**config.mk**
```make
export PLATFORM = sky130hd
export DESIGN_NAME = alu_mac_sequencer
export DESIGN_NICKNAME = d
export VERILOG_FILES = /design/src/rtl/alu_pkg.sv /design/src/rtl/alu_mac_sequencer.sv
export SDC_FILE = /design/constraint.sdc
export NUM_CORES = 1
export LEC_CHECK = 0
export CORE_UTILIZATION = 40
export DETAILED_ROUTE_END_ITERATION = 6
export GPL_TIMING_DRIVEN = 1
export PLACE_DENSITY = 0.74
export SLEW_MARGIN = 5
export SYNTH_ARGS = -nofsm -noshare
export SYNTH_HDL_FRONTEND = slang
export SYNTH_SLANG_ARGS = --single-unit
```
**constraint.sdc**
```tcl
create_clock -name clk -period 1.6 [get_ports clk]
set_clock_uncertainty 0.05 [all_clocks]
set_input_delay 0.32 -clock clk [delete_from_list [all_inputs] [get_ports clk]]
set_output_delay 0.32 -clock clk [all_outputs]
set_load 0.005 [all_outputs]
```
**src/rtl/alu_pkg.sv**
```systemverilog
// Shared ALU opcode map and the MAC sequencer state encoding.
package alu_pkg;

    // Integer opcodes
    localparam logic [3:0] ALU_OP_ADD  = 4'd0;
    localparam logic [3:0] ALU_OP_SUB  = 4'd1;
    localparam logic [3:0] ALU_OP_MUL  = 4'd2;
    localparam logic [3:0] ALU_OP_DIV  = 4'd3;
    localparam logic [3:0] ALU_OP_AND  = 4'd4;
    localparam logic [3:0] ALU_OP_OR   = 4'd5;
    localparam logic [3:0] ALU_OP_XOR  = 4'd6;
    localparam logic [3:0] ALU_OP_SHL  = 4'd7;
    // Floating-point opcodes
    localparam logic [3:0] ALU_OP_FADD = 4'd8;
    localparam logic [3:0] ALU_OP_FSUB = 4'd9;
    localparam logic [3:0] ALU_OP_FMUL = 4'd10;
    // Idle opcode: ALU output is don't-care
    localparam logic [3:0] ALU_OP_NOP  = 4'd15;

    typedef enum logic [2:0] {
        ST_IDLE,
        ST_FETCH,
        ST_MUL,
        ST_ADD,
        ST_DONE
    } mac_state_t;

endpackage

```
**src/rtl/alu_mac_sequencer.sv**
```systemverilog
// MAC sequencer: feeds (pixel, weight) pairs through an external ALU as
// MUL then ADD, accumulating one dot product per start.
// Optional feature macro: MAC_SEQ_BIAS_EN adds a bias input that seeds the accumulator.
module alu_mac_sequencer
    import alu_pkg::*;
#(
    parameter int DW       = 16,
    parameter int MAX_TAPS = 9,
    parameter int CNT_W    = 4
) (
    input  logic             clk,
    input  logic             rst_n,
    input  logic             start,
    input  logic [CNT_W-1:0] num_taps,
`ifdef MAC_SEQ_BIAS_EN
    input  logic [DW-1:0]    bias,
`endif
    output logic             busy,
    input  logic             op_valid,
    output logic             op_ready,
    input  logic [DW-1:0]    op_pixel,
    input  logic [DW-1:0]    op_weight,
    output logic [3:0]       alu_op,
    output logic [DW-1:0]    alu_a,
    output logic [DW-1:0]    alu_b,
    input  logic [DW-1:0]    alu_result,
    input  logic             alu_carry,
    output logic             out_valid,
    input  logic             out_ready,
    output logic [DW-1:0]    out_data,
    output logic             out_ovf
);

    mac_state_t       state, next_state;
    logic [CNT_W-1:0] n_taps;
    logic [CNT_W-1:0] n_sel;
    logic [CNT_W-1:0] tap_cnt;
    logic [DW-1:0]    acc;
    logic [DW-1:0]    acc_init;
    logic             ovf;
    logic             last_tap;

    assign n_sel    = (num_taps > CNT_W'(MAX_TAPS)) ? CNT_W'(MAX_TAPS) : num_taps;
    assign last_tap = ((tap_cnt + CNT_W'(1)) == n_taps);

`ifdef MAC_SEQ_BIAS_EN
    assign acc_init = bias;
`else
    assign acc_init = '0;
`endif

    // State register
    always_ff @(posedge clk) begin
        if (!rst_n) state <= ST_IDLE;
        else        state <= next_state;
    end

    // Next-state decode
    always_comb begin
        next_state = state;
        case (state)
            ST_IDLE:  if (start) next_state = (n_sel == '0) ? ST_DONE : ST_FETCH;
            ST_FETCH: if (op_valid) next_state = ST_MUL;
            ST_MUL:   next_state = ST_ADD;
            ST_ADD:   next_state = last_tap ? ST_DONE : ST_FETCH;
            ST_DONE:  if (out_ready) next_state = ST_IDLE;
            default:  next_state = ST_IDLE;
        endcase
    end

    // Datapath: ALU operand registers, accumulator, overflow flag, tap counter
    always_ff @(posedge clk) begin
        if (!rst_n) begin
            n_taps  <= '0;
            tap_cnt <= '0;
            acc     <= '0;
            ovf     <= 1'b0;
            alu_op  <= ALU_OP_NOP;
            alu_a   <= '0;
            alu_b   <= '0;
        end else begin
            case (state)
                ST_IDLE: begin
                    if (start) begin
                        n_taps  <= n_sel;
                        tap_cnt <= '0;
                        acc     <= acc_init;
                        ovf     <= 1'b0;
                    end
                end
                ST_FETCH: begin
                    if (op_valid) begin
                        alu_op <= ALU_OP_MUL;
                        alu_a  <= op_pixel;
                        alu_b  <= op_weight;
                    end
                end
                ST_MUL: begin
                    // Product goes straight back into the ALU as the ADD operand
                    ovf    <= ovf | alu_carry;
                    alu_op <= ALU_OP_ADD;
                    alu_a  <= acc;
                    alu_b  <= alu_result;
                end
                ST_ADD: begin
                    acc     <= alu_result;
                    ovf     <= ovf | alu_carry;
                    tap_cnt <= tap_cnt + CNT_W'(1);
                    alu_op  <= ALU_OP_NOP;
                end
                default: ;
            endcase
        end
    end

    assign busy      = (state != ST_IDLE);
    assign op_ready  = (state == ST_FETCH);
    assign out_valid = (state == ST_DONE);
    assign out_data  = acc;
    assign out_ovf   = ovf;

endmodule

```
Yosys cells after proc, flatten, opt, wreduce, memory -nomap -nowiden
Index checks and enable logic that the tools add are counted.

word-level totals
  register bits after elaboration = 64
  bits of input ports = 58
  output and inout bits = 56
  logic and storage cells = 52

operators by class
  mux-type cells = 19
  magnitude comparators = 1
  equal/unequal tests = 8
  reduce and logical (&&, ||, !) cells = 14
  bitwise gates (word level) = 1
  add/subtract/negate cells = 1

operators by type and width
  operator                                                          number
  16-bit one-hot mux with 2 select lines                            3
  16-bit 2-to-1 mux                                                 3
  3-bit 2-to-1 mux                                                  5
  3-bit one-hot mux with 5 select lines                             1
  4-bit 2-to-1 mux                                                  3
  4-bit one-hot mux with 3 select lines                             1
  2-bit AND reduction                                               5
  4-bit one-hot mux with 2 select lines                             1
  3-bit by 2-bit == test with 1-bit output (second input constant)  2
  2-bit nonzero test                                                3
  3-bit nonzero test                                                2
  4-bit by 1-bit adder with 4-bit output (second input constant)    1
  4-bit == test                                                     1
  4-bit greater-than comparator (second input constant)             1
  4-bit zero test                                                   1
  2-bit != test (second input constant)                             2
  3-bit by 1-bit == test with 1-bit output (second input constant)  1
  3-bit == test (second input constant)                             1
  3-bit zero test                                                   1
  3-bit AND reduction                                               1
  2-bit by 1-bit != test with 1-bit output (second input constant)  1
  1-bit one-hot mux with 2 select lines                             1
  2-bit OR reduction                                                1
  1-bit 2-to-1 mux                                                  1
  1-bit bitwise OR                                                  1

Logic depth before layout (Yosys ltp)
Gate-level depths: netlist of run 1.

  depth in word-level cells = 6
  depth in mapped cells = 7
  depth with buffers taken out = 5

Worst setup path after synthesis of run 1
OpenSTA, ideal clock, no wires.

  path type = reg-to-reg
  start = register state[1]
  end = register acc[10] (netlist: out_data[10])
  path slack = 196 ps
  library setup time = 118 ps
  arrival = 1235 ps
  stages on the path, launching flop included = 6
  cells stage by stage = dfxtp_1 -> or3b_1 -> a21o_1 -> buf_6 -> a22oi_1 -> nor2b_1

between the ends
  longest elaborated chain between the ends = 3
  elaborated cells between the ends (all ways) = 6

RTL lines
  item                                                                         RTL line                  text
  from (decl)                                                                  alu_mac_sequencer.sv:34   mac_state_t state, next_state;
  from (signal assigned)                                                       alu_mac_sequencer.sv:55   else state <= next_state;
  3-bit by 2-bit == test with 1-bit output or 3-bit zero test (tied branches)  alu_mac_sequencer.sv:82   case (state)
  2-bit nonzero test (no line) or 2-bit != test (tied branches)                n/a
  2-bit AND reduction (no line)                                                n/a
  to (signal assigned)                                                         alu_mac_sequencer.sv:87   acc <= acc_init;
  to (signal assigned)                                                         alu_mac_sequencer.sv:106  acc <= alu_result;
  to (decl)                                                                    alu_mac_sequencer.sv:38   logic [DW-1:0] acc;

Parallel ways exist; a longest one is shown, timed or not.
A chain may end at the register's enable or synchronous reset.

Final worst setup path of run 1
  start = register state[1]
  end = output busy

between the ends
  longest elaborated chain between the ends = 1

RTL lines
  item                RTL line                  text
  3-bit nonzero test  alu_mac_sequencer.sv:116  assign busy = (state != ST_IDLE);
  to (decl)           alu_mac_sequencer.sv:18   output logic busy,

No other way between the ends.

==> results of run 1 <==
critical path, stage by stage, from the launching register on:
cell,delay [ns]
dfxtp_4,0.35
buf_4,0.13
or3_4,0.36
buf_2,0.14
routing by layer:
layer  up-vias  global-route usage  wire length (um)
li1       1324                   -                 -
met1      1259              0.2478              3412
met2        84              0.3629              3889
met3         5             0.07678               574
met4         0             0.06706                57
met5         -                   0                 0
area by class of cell:
type,instances,share of cell area
tap,96,0.02512
clock inverter,3,0.01413
inverter,1,0.0007851
sequential,62,0.2664
multi-input combinational,204,0.3392
timing repair buffer,154,0.3232
clock buffer,13,0.03114
placed cells by master (no fill, tap or decap), types with 2 or more instances in the layout:
cell / synthesis / layout
dlymetal6s2s_1: 0 / 14
and2_1: 2 / 2
o21ai_1: 1 / 3
nand3b_1: 6 / 6
dfxtp_4: 0 / 5
a21oi_1: 3 / 2
buf_6: 5 / 2
clkbuf_8: 0 / 10
mux2i_1: 33 / 32
o22ai_1: 2 / 2
nor3b_2: 0 / 2
a22oi_2: 0 / 16
nor2b_1: 23 / 23
dlygate4sd2_1: 0 / 3
buf_2: 6 / 4
a22oi_1: 18 / 2
xnor2_1: 2 / 2
clkdlybuf4s50_1: 0 / 92
dfxtp_1: 62 / 46
nand2b_1: 3 / 3
nor2_1: 6 / 6
nand2_1: 40 / 40
a21boi_1: 4 / 4
or3_1: 3 / 2
o21ai_0: 6 / 4
buf_12: 0 / 4
o211a_1: 32 / 32
clkbuf_1: 7 / 3
dfxtp_2: 0 / 11
bufinv_16: 0 / 2
xor2_1: 2 / 2
buf_4: 9 / 33
flip-flops by register name, indices dropped and copies added, names as in the netlist:
name	flops
out_ovf	1
alu_op	2
state	3
tap_cnt	4
out_data	16
n_taps	4
alu_a	16
alu_b	16
Yosys cell counts, drive strengths merged:
library cell,n,area share
and2,2,0.0043
ha,1,0.0043
xnor2,2,0.0060
nor3b,3,0.0077
a31oi,1,0.0022
nor3,2,0.0052
nand3b,6,0.015
nor2b,23,0.049
or3b,1,0.0030
nand2b,3,0.0065
nand2,40,0.052
or3,3,0.0065
and3b,1,0.0030
dfxtp,62,0.43
clkbuf,7,0.0090
o211a,32,0.11
o21bai,1,0.0026
inv,1,0.0013
o311a,1,0.0034
nor4b,1,0.0030
nor2,6,0.0077
a21o,1,0.0026
a22oi,18,0.046
nor4,1,0.0022
xor2,2,0.0060
mux2i,33,0.11
a21oi,4,0.0082
nand3,1,0.0017
a21boi,5,0.013
buf,20,0.053
o22ai,2,0.0043
xnor3,1,0.0077
o21ai,7,0.012
report_power, final:
part | internal, mW | switching (mW)
registers | 1.85 | 0.180
clock network | 0.922 | 0.581
logic | 1.35 | 0.898
total | 4.13 | 1.66
worst min path at each step:
stage | from | endpoint | slack, ns
after floorplan | n_taps[1] | n_taps[1] | 0.39
after global placement | n_taps[2] | n_taps[2] | 0.41
after detailed placement | n_taps[2] | n_taps[2] | 0.41
after CTS | rst_n | alu_op[1] | 0.27
after global routing | rst_n | alu_op[1] | 0.29
final | rst_n | alu_op[1] | 0.30
what timing repair did:
item                                   in CTS  in global routing
gates resized for setup                    48                 34
pin swaps                                   8                  9
setup buffers                               5                  6
gates cloned                                1                  1
hold buffers                                0                  0
endpoints found under the hold margin       0                  0
setup endpoints to repair                  62                 76
cell families after synthesis:
logic type      Yosys count
buf+inv                  28
flops                    62
simple gates             93
xor+xnor                  5
mux                      33
fa+ha+maj                 1
compound gates           72
through the flow:
step	power [mW]	cell area [sq um]
finish	5.788	4781
global placement	4.056	4247
floorplan	3.056	2908
detailed placement	4.099	4247
global route	6.097	4781
CTS	5.754	4612
==> reports/results.ini, run 1 <==
[die]
die_w_um=87.26
die_area_sq_mm=0.007614
die_y_um=87.26
start_util=0.4210
num_io_pins=114
core_area_sq_mm=0.006907
rows=30

[routing]
drt_iter0_drc=68
avgRoutedWirePerCell_um=14.88
vias=2672
viasPerCell=5.013
routed_wl_um=7933
ant_nets=0
drc_errors=0
first_pass_iters=4

[pwr]
power.density_mw_per_mm2=1211
p_leak_nw=2.313
ir_drop_mv=0.6079

[worst_setup_path]
setup.worst_path.end=busy
r2r_cells=6
r2r-end=out_data[0]
r2r_start=state[1]
cp_data_required_time_ns=1.23
crit_fanout=3
path_class=reg -> out
crit_path_start_kind=flip-flop
crit_start=state[1]
arrival_ns=1.31
r2r_slack_ns=-0.07
setup.worst_path.end_class=primary output

[synth]
postSynthCellCount=294
synth-simple-area-share=0.1674
synthAdderAreaFrac=0.004303
synth_top_family_by_area=compound AO/OA/AOI/OAI gates
synth_nets=353
synth_mux_area_frac=0.1136
synth-compound-area-share=0.2048
synthXorXnorAreaFrac=0.01979
syn_avg_cell_area_sq_um=9.890
ys_seq_area_frac=0.4269
ys_types=39
synth-seq-cells=62
yosys_warnings=0
synthesis.area_sq_mm=0.002908

[global_routing]
grt_antenna_before_repair=0
grt_max_degree=48
grt_pass1_vias=2690
grt_remaining_overflow=0
grt_first_pass_wirelength_um=12480
grt.total_usage=0.2126

[cells_and_area]
antenna-diode-count=0
area.sequential_sq_mm=0.001274
fill_cells=566
multi_input_area_sq_mm=0.001622
drive_gt1_frac=0.2311
layout.nets=491
area_growth_pct=64.41
utilization=0.6922
fin_cells=533

[sta]
post-route-min-period_ns=1.676
tightest_slew_ns=0.3582
drv_slew=0
whs_ns=0.2977
fin_crit_sh=1.048
setup_violations=35
hold_viol_final=0
fmax_mhz=596.5
setup_ws_ns=-0.07633
rsz0062_at_grt=true
setup_tns_ns=-1.173
maxSlewHeadroom=0.7590

[place]
gp_congestion=0.7852
port-buffer-count=113
hpwl_um=5370
dp_cells=504
place_worst_setup_slack_ns=-0.3809

[clock_network]
h-tree-depth=3
clock-sinks=62
max-clock-path-buffers=2
cts_root_buffer=clkbuf_8
cts_tree=built
cts_made_buffers=9
path_clk_slew_ns=0.06
insertion_delay_ns=0.33

[hold_path]
hold_path.class=in -> reg
min_path_cells=2

[run_status]
status=finished, violations left
failed_checks=negative setup slack

[run]
cap_viol_max_count=0

(Power assumes the default switching activity.)
==> run 2: changes to the inputs <==
--- a/config.mk
+++ b/config.mk
@@ -9,7 +9,6 @@
 export DETAILED_ROUTE_END_ITERATION = 6
 export GPL_TIMING_DRIVEN = 1
 export PLACE_DENSITY = 0.74
-export SLEW_MARGIN = 5
 export SYNTH_ARGS = -nofsm -noshare
 export SYNTH_HDL_FRONTEND = slang
 export SYNTH_SLANG_ARGS = --single-unit
==> results of run 2 <==
The final DEF is identical to that of run 1; final timing and power are the same.
